`src/rtl/c_port_pipe_if.sv`:
```
// Operand-port bundle for c_port_pipe: enable, operand, valid, delayed outputs, fill status.
// Parity pins exist only when C_PORT_PIPE_PARITY_EN is defined.
interface c_port_pipe_if #(
    parameter int WIDTH = 48,
    parameter int IN_W  = 48
);
    logic             cec;
    logic [IN_W-1:0]  c;
    logic             c_vld;
    logic [WIDTH-1:0] c_out;
    logic             c_vld_out;
    logic             primed;
`ifdef C_PORT_PIPE_PARITY_EN
    logic             c_par;
    logic             perr;

    modport master (output cec, c, c_vld, c_par,
                    input  c_out, c_vld_out, primed, perr);
    modport slave  (input  cec, c, c_vld, c_par,
                    output c_out, c_vld_out, primed, perr);
`else
    modport master (output cec, c, c_vld,
                    input  c_out, c_vld_out, primed);
    modport slave  (input  cec, c, c_vld,
                    output c_out, c_vld_out, primed);
`endif
endinterface

```
`src/rtl/c_port_pipe.sv`:
```
// Sign-extending, clock-enabled operand pipeline of CREG stages with a saturating fill counter.
// Optional parity tracking and check is enabled by defining C_PORT_PIPE_PARITY_EN.
module c_port_pipe #(
    parameter int WIDTH = 48,
    parameter int IN_W  = 48,
    parameter int CREG  = 1
) (
    input  logic       clk,
    input  logic       rstc,
    c_port_pipe_if.slave bus
);
    logic [WIDTH-1:0] c_ext;
    logic [WIDTH-1:0] out_data;
    logic             out_vld;
    logic             out_primed;
`ifdef C_PORT_PIPE_PARITY_EN
    logic             out_par;
`endif

    // A sized cast of a signed operand sign-extends; with IN_W == WIDTH it is a plain copy.
    assign c_ext = WIDTH'($signed(bus.c));

    generate
        if (CREG == 0) begin : g_comb
            assign out_data   = c_ext;
            assign out_vld    = bus.c_vld;
            assign out_primed = 1'b1;
`ifdef C_PORT_PIPE_PARITY_EN
            assign out_par    = bus.c_par;
`endif
        end else begin : g_pipe
            localparam int CNT_W = (CREG > 1) ? $clog2(CREG + 1) : 1;
            localparam logic [CNT_W-1:0] FILL_MAX = CNT_W'(CREG);

            logic [WIDTH-1:0] data_q [CREG];
            logic [CREG-1:0]  vld_q;
            logic [CNT_W-1:0] fill_q;
`ifdef C_PORT_PIPE_PARITY_EN
            logic [CREG-1:0]  par_q;
`endif

            always_ff @(posedge clk) begin
                if (rstc) begin
                    for (int i = 0; i < CREG; i++) begin
                        data_q[i] <= '0;
                    end
                    vld_q  <= '0;
                    fill_q <= '0;
`ifdef C_PORT_PIPE_PARITY_EN
                    par_q  <= '0;
`endif
                end else if (bus.cec) begin
                    data_q[0] <= c_ext;
                    vld_q[0]  <= bus.c_vld;
`ifdef C_PORT_PIPE_PARITY_EN
                    par_q[0]  <= bus.c_par;
`endif
                    for (int i = 1; i < CREG; i++) begin
                        data_q[i] <= data_q[i-1];
                        vld_q[i]  <= vld_q[i-1];
`ifdef C_PORT_PIPE_PARITY_EN
                        par_q[i]  <= par_q[i-1];
`endif
                    end
                    // Saturate rather than wrap so PRIMED stays high once reached.
                    if (fill_q != FILL_MAX) begin
                        fill_q <= fill_q + 1'b1;
                    end
                end
            end

            assign out_data   = data_q[CREG-1];
            assign out_vld    = vld_q[CREG-1];
            assign out_primed = (fill_q == FILL_MAX);
`ifdef C_PORT_PIPE_PARITY_EN
            assign out_par    = par_q[CREG-1];
`endif
        end
    endgenerate

    assign bus.c_out     = out_data;
    assign bus.c_vld_out = out_vld;
    assign bus.primed    = out_primed;
`ifdef C_PORT_PIPE_PARITY_EN
    // Even parity: the operand bits together with the parity bit must XOR to zero.
    assign bus.perr      = out_vld & ((^out_data[IN_W-1:0]) ^ out_par);
`endif

endmodule

```
`src/flat_wrapper.sv`:
```
// flat-port wrapper written by rule: the top's interface ports become plain ports
module c_port_pipe_flat 
#(
    parameter int WIDTH = 48,
    parameter int IN_W  = 48,
    parameter int CREG  = 1
)
  (clk, rstc, bus_cec, bus_c, bus_c_vld, bus_c_out, bus_c_vld_out, bus_primed);
  c_port_pipe_if #(.WIDTH(WIDTH), .IN_W(IN_W)) bus_i ();
  input  logic clk;
  input  logic rstc;
  input wire logic [$bits(bus_i.cec)-1:0] bus_cec;
  input wire logic [$bits(bus_i.c)-1:0] bus_c;
  input wire logic [$bits(bus_i.c_vld)-1:0] bus_c_vld;
  output wire logic [$bits(bus_i.c_out)-1:0] bus_c_out;
  output wire logic [$bits(bus_i.c_vld_out)-1:0] bus_c_vld_out;
  output wire logic [$bits(bus_i.primed)-1:0] bus_primed;
  assign bus_i.cec = bus_cec;
  assign bus_i.c = bus_c;
  assign bus_i.c_vld = bus_c_vld;
  assign bus_c_out = bus_i.c_out;
  assign bus_c_vld_out = bus_i.c_vld_out;
  assign bus_primed = bus_i.primed;
  c_port_pipe #(.WIDTH(WIDTH), .IN_W(IN_W), .CREG(CREG)) u_core (.clk(clk), .rstc(rstc), .bus(bus_i));
endmodule
```
`config.mk`:
```
export PLATFORM = sky130hd
export DESIGN_NAME = c_port_pipe_flat
export DESIGN_NICKNAME = d
export VERILOG_FILES = /design/src/rtl/c_port_pipe_if.sv /design/src/rtl/c_port_pipe.sv /design/src/flat_wrapper.sv
export SDC_FILE = /design/constraint.sdc
export NUM_CORES = 1
export LEC_CHECK = 0
export CAP_MARGIN = 40
export CORE_ASPECT_RATIO = 1.1
export CORE_UTILIZATION = 34
export CTS_BUF_LIST = sky130_fd_sc_hd__clkbuf_8 sky130_fd_sc_hd__clkbuf_16
export CTS_CLUSTER_DIAMETER = 100
export DETAILED_ROUTE_END_ITERATION = 12
export PLACE_DENSITY = 0.85
export SETUP_SLACK_MARGIN = 0.3
export SLEW_MARGIN = 5
export SYNTH_ARGS = -nofsm -noshare
export SYNTH_HDL_FRONTEND = slang
export SYNTH_SLANG_ARGS = --single-unit
export TNS_END_PERCENT = 100
```
`constraint.sdc`:
```
create_clock -name clk -period 1.19 [get_ports clk]
set_input_delay 0.119 -clock clk [delete_from_list [all_inputs] [get_ports clk]]
set_output_delay 0.119 -clock clk [all_outputs]
set_load 0.02 [all_outputs]
```
# Yosys cells after proc, flatten, opt, wreduce, memory -nomap -nowiden
# Memory sizes are Yosys's and may differ from the RTL's.
# Cells that the tools add are included.
[word_totals] out_inout_bits=50 memories=1 ff_bits=2 ramBits=48
[memory_table] memory="u_core.g_pipe.data_q" depth=1 width=48 read_ports=1 rd_ports_with_merged_regs=0 wr=1 line="c_port_pipe.sv:35" rtl="logic [WIDTH-1:0] data_q [CREG];"
[classes] muxes=8 n_addsub=1 reduce_logical=1
[op_table] operator="two-way mux 48 bit" n=1
[op_table] operator="OR reduction 48 bit" n=1
[op_table] operator="two-way mux 1 bit" n=7
[op_table] operator="adder 1 bit (second input constant)" n=1

# Logic depth before layout (Yosys ltp)
# Gate-level depths: netlist of run 1.
[depth] ltp_word=5 ltp_mapped=4

# Least setup slack after synthesis of run 1
# OpenSTA, ideal clock, no wires.
[synth_timing] kind="in2reg" startpoint="input port rstc" endpoint="memory u_core.g_pipe.data_q[0][0], enable pin" stages=1 arrival_ns=0.757 setup_slack_ns=0.049 required_time_ns=0.806 setup_time_ns=0.384 n_path_buf=0 path_cell_list="or2_2"
[synth_via] elab_chain_len=4 elab_cells_between_ends=6 classes_between="mux (5); reduce/logical (1)"
[synth_lines] element="from (decl)" line="flat_wrapper.sv:11" rtl="input logic rstc;"
[synth_lines] element="two-way mux 1 bit" line="c_port_pipe.sv:43" rtl="if (rstc) begin"
[synth_lines] element="two-way mux 1 bit (not written as such)" line="c_port_pipe.sv:53" rtl="data_q[0] <= c_ext;"
[synth_lines] element="OR reduction 48 bit (no source line)"
[synth_lines] element="two-way mux 1 bit (no source line) *"
[synth_lines] element="to (decl)" line="c_port_pipe.sv:35"
# Every way passes the cells marked *; elsewhere a longest branch is shown, timed or not.

# Final worst setup path of run 1
[layout_timing] startpoint="memory u_core.g_pipe.data_q[0][4]" endpoint="output port bus_c_out[4]"
[layout_via] elab_chain_len=1
[layout_lines] element="memory (1 x 48 bit)"
[layout_lines] element="to (decl)" line="flat_wrapper.sv:15" rtl="output wire logic [$bits(bus_i.c_out)-1:0] bus_c_out;"
# No other way between the ends.

==> key figures, run 1 <==
Status
  • Outcome: complete, no violations

Place
  • Dpl ws: -0.460 ns
  • Port Buffer Count: 101
  • Post-place instance area: 2980 µm²
  • RD Place Congestion: 0.693
  • Dpl hpwl: 2950 µm

Layout
  • Fraction of layout cells with a size suffix above 1: 0.327
  • Fin area: 3140 µm²
  • Layout area overhead: 68.3%
  • Layout Utilization: 0.612
  • Multi-input gate area: 380 µm²
  • Fin nets: 274
  • FF+latch area: 1480 µm²
  • # diodes: 0
  • Fill cells: 418

Critical path
  • CP cell instances: buf_6
  • Setup crit end kind: output pin
  • Crit path kind: reg2out
  • Data required time of the worst path: 1.07 ns
  • CP max-delay cell: edfxtp_1
  • Worst Path Buf+Inv: 1
  • CP max FO: 1
  • Top delay family on crit path: flip-flops
  • Arrival time worst endpoint: 0.87 ns
  • Setup crit start kind: flop
  • CP max stage delay: 0.42 ns

STA
  • Fin. Hold Viols: 0
  • Max Transition Viols Final: 0
  • RSZ-0062 raised after global routing: yes
  • Worst hold margin: 0.230 ns
  • Max Fclk: 1.01 GHz
  • Worst clock skew: 0 ns
  • Minimum clock period: 0.992 ns
  • Tcrit/Tclk final: 0.834
  • Worst slew margin: 0.719
  • Least-Margin Pin Slew: 0.420 ns
  • Final worst slack: 0.198 ns
  • Final setup violation count: 0
  • Setup_tns: 0 ns

Logic synthesis
  • Top post-synthesis cells by area: edfxtp_1 77%, and2_1 16%, dfxtp_1 2.1%, buf_6 1.8%, nor2b_4 0.74%
  • Yosys reg bits: 50
  • Synthesized area: 1870 µm²
  • Cells after synthesis: 109
  • Mean Syn Cell Area: 17.1 µm²
  • Post-synthesis sequential area ratio: 0.794
  • Biggest area consumer among synthesized cells: edfxtp_1
  • Top-area cell type share of the netlist area: 0.772
  • Cell variety after synth: 9
  • Syn Nets: 161
  • Yosys warning total: 0

Die
  • Std-Cell Core Area: 5130 µm²
  • Io pins: 102
  • Row count: 27
  • Chip width: 72.7 µm
  • Total die area: 5790 µm²
  • Initial Utilization: 0.364
  • Die Span Y: 79.7 µm

Pwr
  • Psw: 920 µW
  • Int Power: 3.17 mW
  • Sw frac: 0.225
  • VDD IR max: 690 µV
  • Logic pwr share: 0.185
  • Flop pwr share: 0.522
  • Pwr per Cell Area: 1300 nW/µm²
  • Leakage power: 1.31 nW
  • Clock power share: 0.294

Clock tree
  • Cts bufs inserted: 5
  • H-tree Lvls: 2
  • CTS clk-pin slew, worst paths: 0.09 ns
  • Clk Latency, worst-skew pair: 0.29 ns
  • Clock root cell: clkbuf_8
  • Total clock sinks: 50
  • CTS tree: built
  • Clk buf depth: 2

GRT
  • Vias in the first global route: 1333
  • GR Util met3: 0.0619
  • First-pass GRT wire length: 6390 µm
  • M1 GR Usage: 0.167
  • Global route hottest layer: met2
  • Largest net degree at the start of global routing: 26
  • Global router's overall resource usage: 0.154
  • Global-route met2 utilization: 0.274
  • Antenna violations before repair: 0
  • Final global-route overflow total: 0

Drt
  • DRC Markers: 0
  • DR vias: 1267
  • DRT Pass-1 Iters: 4
  • Avg WL per Cell: 15.0 µm
  • Drt total wl: 4430 µm
  • Detail Route Antenna Nets: 0
  • Initial DRC Count: 95
  • Vias per inst: 4.29

Flow run
  • Max-Cap Viols: 0

Worst hold path
  • Class of the worst hold path: in2reg
==> repair_timing <==
action / in CTS / in global routing
buffers inserted: 1 / 0
gates resized for setup: 238 / 46
cloned: 3 / 2
hold buffers: 0 / 0
pin swaps: 0 / 1
endpoints found under the setup margin: 146 / 97
==> stage by stage <==
stage | cells | power (mW)
3_3_place_gp | 281 | 2.89
6_report | 295 | 4.09
2_1_floorplan | 109 | 2.44
4_1_cts | 293 | 4.05
3_5_place_dp | 281 | 2.91
5_1_grt | 295 | 4.26
==> worst paths after layout <==
| path | from | to | slack (ns) | cells after the start |
|---|---|---|---|---|
| hold / removal | rstc | u_core.bus.c_vld_out | 0.23 | 3 |
| setup / recovery | u_core.g_pipe.data_q[0][4] | bus_c_out[4] | 0.20 | 1 |
| setup reg to reg | u_core.bus.primed | u_core.bus.primed | 0.50 | 3 |
| hold reg to reg | u_core.bus.c_vld_out | u_core.bus.c_vld_out | 0.52 | 2 |
==> registers in the layout (all words and copies together) (netlist names) <==
name	cells
u_core.g_pipe.data_q	48
u_core.bus.c_vld_out	1
u_core.bus.primed	1
==> kinds of logic (layout without fill, tap and decap cells) <==
group / after synthesis / in the layout / share of synthesized area
DFF: 50 / 50 / 0.794
muxes: 1 / 1 / 0.00536
and+or+nand+nor: 53 / 56 / 0.178
buffers and inverters: 5 / 116 / 0.0235
==> synthesized netlist by cell type <==
library cell and n:
and2_1 48, nor2b_4 1, mux2i_1 1, buf_6 3
nor2_1 3, or2_2 1, dfxtp_1 2, clkbuf_2 2
edfxtp_1 48
==> power groups by stage <==
stage	clock network (mW)	registers, mW	logic [mW]
floorplan	0	2.34	0.0970
global placement	0	2.15	0.739
detailed placement	0	2.16	0.749
CTS	1.24	2.12	0.682
global route	1.32	2.15	0.795
finish	1.20	2.14	0.756
==> routing by layer <==
metal / part of all wire / vias up
met4: 0.0054 / 0
met3: 0.10 / 2
li1: - / 603
met5: 0 / -
met2: 0.53 / 74
met1: 0.37 / 588
==> cell type report <==
type / count / share of cell area
Timing Repair Buffer: 108 / 0.341
Clock buffer: 6 / 0.0263
Multi-Input combinational cell: 57 / 0.121
Sequential cell: 50 / 0.472
Clock inverter: 2 / 0.0108
Tap cell: 72 / 0.0287
==> worst min-delay path: stages <==
cell and delay, ns:
clkbuf_4 0.19, buf_4 0.14, nor2_1 0.04
==> placed cells by master, fill, tap and decap left out <==
master,instances
clkbuf_8,6
buf_6,36
dfxtp_2,2
mux2i_1,1
buf_2,16
and2_1,48
nor2_1,3
edfxtp_1,48
buf_4,3
or2_4,1
inv_1,1
clkbuf_16,1
clkdlybuf4s50_1,49
buf_12,2
nor2b_2,1
nor2b_4,3
clkbuf_4,1
bufinv_16,1
Power figures use the tool's default switching activity.
==> inputs of run 2 (changes only) <==
clock period = 0.8 ns   (was 1.19 ns; I/O delays follow)
==> run 2 against run 1 <==
  * The run now ends with negative setup slack left
  * Final area is 12% higher
  * Power is 52% higher
  * Register-to-register slack worse by 0.33 ns
  * Wire length is 16% higher
  * Non-clock buffer count is 16 higher
  * Critical path type unchanged
  * Largest cell class unchanged
  * Largest power group unchanged
==> key figures, run 2 (synthesis results as in run 1) <==
STA
  • Worst hold margin: 0.103 ns (was 0.230 ns)
  • Tcrit/Tclk final: 1.18
  • Final setup violation count: 84 (was 0)
  • RSZ-0062 raised after global routing: yes (unchanged)
  • Max Transition Viols Final: 0 (unchanged)
  • Worst slew margin: 0.846 (was 0.719)
  • Fin. Hold Viols: 0 (unchanged)
  • Minimum clock period: 0.945 ns
  • Max Fclk: 1.06 GHz
  • Worst clock skew: 0 ns (unchanged)
  • Least-Margin Pin Slew: 0.230 ns (was 0.420 ns)
  • Final worst slack: -0.145 ns (was 0.198 ns)

GRT
  • Final global-route overflow total: 0 (unchanged)
  • First-pass GRT wire length: 7300 µm (was 6390 µm)
  • Antenna violations before repair: 2 (was 0)
  • Vias in the first global route: 1392 (was 1333)
  • Largest net degree at the start of global routing: 15 (was 26)
  • Global router's overall resource usage: 0.175 (was 0.154)

Pwr
  • Pwr per Cell Area: 1770 nW/µm² (was 1300 nW/µm²)
  • Leakage power: 1.60 nW (was 1.31 nW)
  • VDD IR max: 1160 µV (was 690 µV)
  • Total power: 6.23 mW (was 4.09 mW)

Die
  • Row count: 27 (unchanged)
  • Chip width: 72.7 µm (unchanged)
  • Initial Utilization: 0.364 (unchanged)
  • Die Span Y: 79.7 µm (unchanged)
  • Total die area: 5790 µm² (unchanged)
  • Std-Cell Core Area: 5130 µm² (unchanged)
  • Io pins: 102 (unchanged)

Layout
  • Most common cell after layout, fill and taps aside: buf_6 (was clkdlybuf4s50_1)
  • Biggest register: u_core.g_pipe.data_q (unchanged)
  • Fin nets: 292 (was 274)
  • Max reg flops: 48 (unchanged)
  • Layout Utilization: 0.687 (was 0.612)
  • Layout area overhead: 89.1% (was 68.3%)
  • Fraction of layout cells with a size suffix above 1: 0.548 (was 0.327)
  • Commonest non-fill, non-tap cells in the layout: 50 x buf_6, 48 x dlygate4sd2_1, 48 x edfxtp_1 (was 49 x clkdlybuf4s50_1, 48 x and2_1, 48 x edfxtp_1)

Critical path
  • Worst r2r dst: u_core.bus.c_vld_out (was u_core.bus.primed)
  • CP max FO: 1 (unchanged)
  • Setup crit end kind: output pin (unchanged)
  • Top delay family on crit path: flip-flops (unchanged)
  • CP max-delay cell: edfxtp_1 (unchanged)
  • Arrival time worst endpoint: 0.86 ns (was 0.87 ns)
  • Data required time of the worst path: 0.72 ns (was 1.07 ns)
  • CP max stage delay: 0.41 ns (was 0.42 ns)
  • CP cell instances: buf_6 (unchanged)
  • R2R depth: 2 (was 3)
  • Worst reg2reg setup slack: 0.17 ns (was 0.50 ns)
  • Setup crit start kind: flop (unchanged)
  • Crit path kind: reg2out (unchanged)
  • Worst Path Buf+Inv: 1 (unchanged)
  • Reg2reg start: u_core.bus.c_vld_out (was u_core.bus.primed)

Drt
  • Vias per inst: 4.29 (about the same)
  • DRC Markers: 0 (unchanged)
  • Drt total wl: 5120 µm (was 4430 µm)
  • DRT Pass-1 Iters: 4 (unchanged)
  • Detail Route Antenna Nets: 0 (unchanged)
  • DR vias: 1351 (was 1267)
  • Avg WL per Cell: 16.2 µm (was 15.0 µm)
  • Initial DRC Count: 46 (was 95)

Flow run
  • Max-Cap Viols: 0 (unchanged)

Place
  • Port Buffer Count: 101 (unchanged)
  • RD Place Congestion: 0.643 (was 0.693)
  • Dpl hpwl: 2880 µm (was 2950 µm)

Status
  • Outcome: complete, but fails checks (was complete, no violations)
  • Failing checks: negative setup slack

Clock tree
  • Total clock sinks: 50 (unchanged)
  • Clk Latency, worst-skew pair: 0.30 ns (was 0.29 ns)
  • Cts bufs inserted: 5 (unchanged)
  • Clk buf depth: 2 (unchanged)
  • H-tree Lvls: 2 (unchanged)
  • Clock root cell: clkbuf_8 (unchanged)
  • Cts hold-fix bufs: 0 (unchanged)
  • CTS clk-pin slew, worst paths: 0.09 ns (about the same)
  • CTS tree: built (unchanged)

Worst hold path
  • Class of the worst hold path: in2reg (unchanged)
  • Hold endpoint: u_core.bus.c_vld_out (unchanged)
  • Hold depth: 4 (was 3)
  • Hold_sp: rstc (unchanged)
## run 2: tightest hold or removal path: stages
cell and delay, ns:
buf_12 0.08, buf_6 0.08, buf_4 0.09, nor2_1 0.03
## run 2: worst max path at each step
stage / start / end / cells after the start
after floorplan: bus_cec / u_core.g_pipe.data_q[0][0] / 1
after global placement: bus_cec / u_core.g_pipe.data_q[0][43] / 3
after detailed placement: bus_cec / u_core.g_pipe.data_q[0][7] / 3
after CTS: u_core.g_pipe.data_q[0][7] / bus_c_out[7] / 1
after global routing: u_core.g_pipe.data_q[0][44] / bus_c_out[44] / 1
final: u_core.g_pipe.data_q[0][44] / bus_c_out[44] / 1
## run 2: through the flow
step | setup TNS (ns) | instances | cell area [µm²] | setup WS (ns)
2_1_floorplan | -3.33 | 109 | 1890 | -0.0665
3_3_place_gp | -73.62 | 282 | 2980 | -0.762
3_5_place_dp | -77.98 | 282 | 2980 | -0.835
4_1_cts | -5.86 | 311 | 3320 | -0.147
5_1_grt | -7.61 | 315 | 3530 | -0.178
6_report | -6.00 | 315 | 3530 | -0.145
## run 2: final cells by class
cell class	instances	area (µm²)
antenna	2	5.00
fill	418	1610
sequential	50	1480
timing repair buffer	124	1330
multi-input combinational	59	518
clock inverter	3	37.5
tap	72	90.1
clock buffer	5	68.8
## run 2: what timing repair did
action	CTS	global route
gates resized for setup	354	61
endpoints found under the setup margin	148	148
buffers inserted	12	1
gates cloned	9	1
hold endpoints to repair	0	0
pin swaps	48	34
## run 2: layer usage
metal  routed length, µm  up-vias  GRT usage
met4                  61        0     0.0373
met2                2710       61      0.296
li1                    -      646          -
met5                   0        -          0
met3                 371        4     0.0593
met1                1970      640      0.216
## run 2: power breakdown
group          internal, mW  switching (mW)
clock                 0.911           0.801
combinational         0.761           0.578
sequential             3.09          0.0884
total                  4.77            1.47
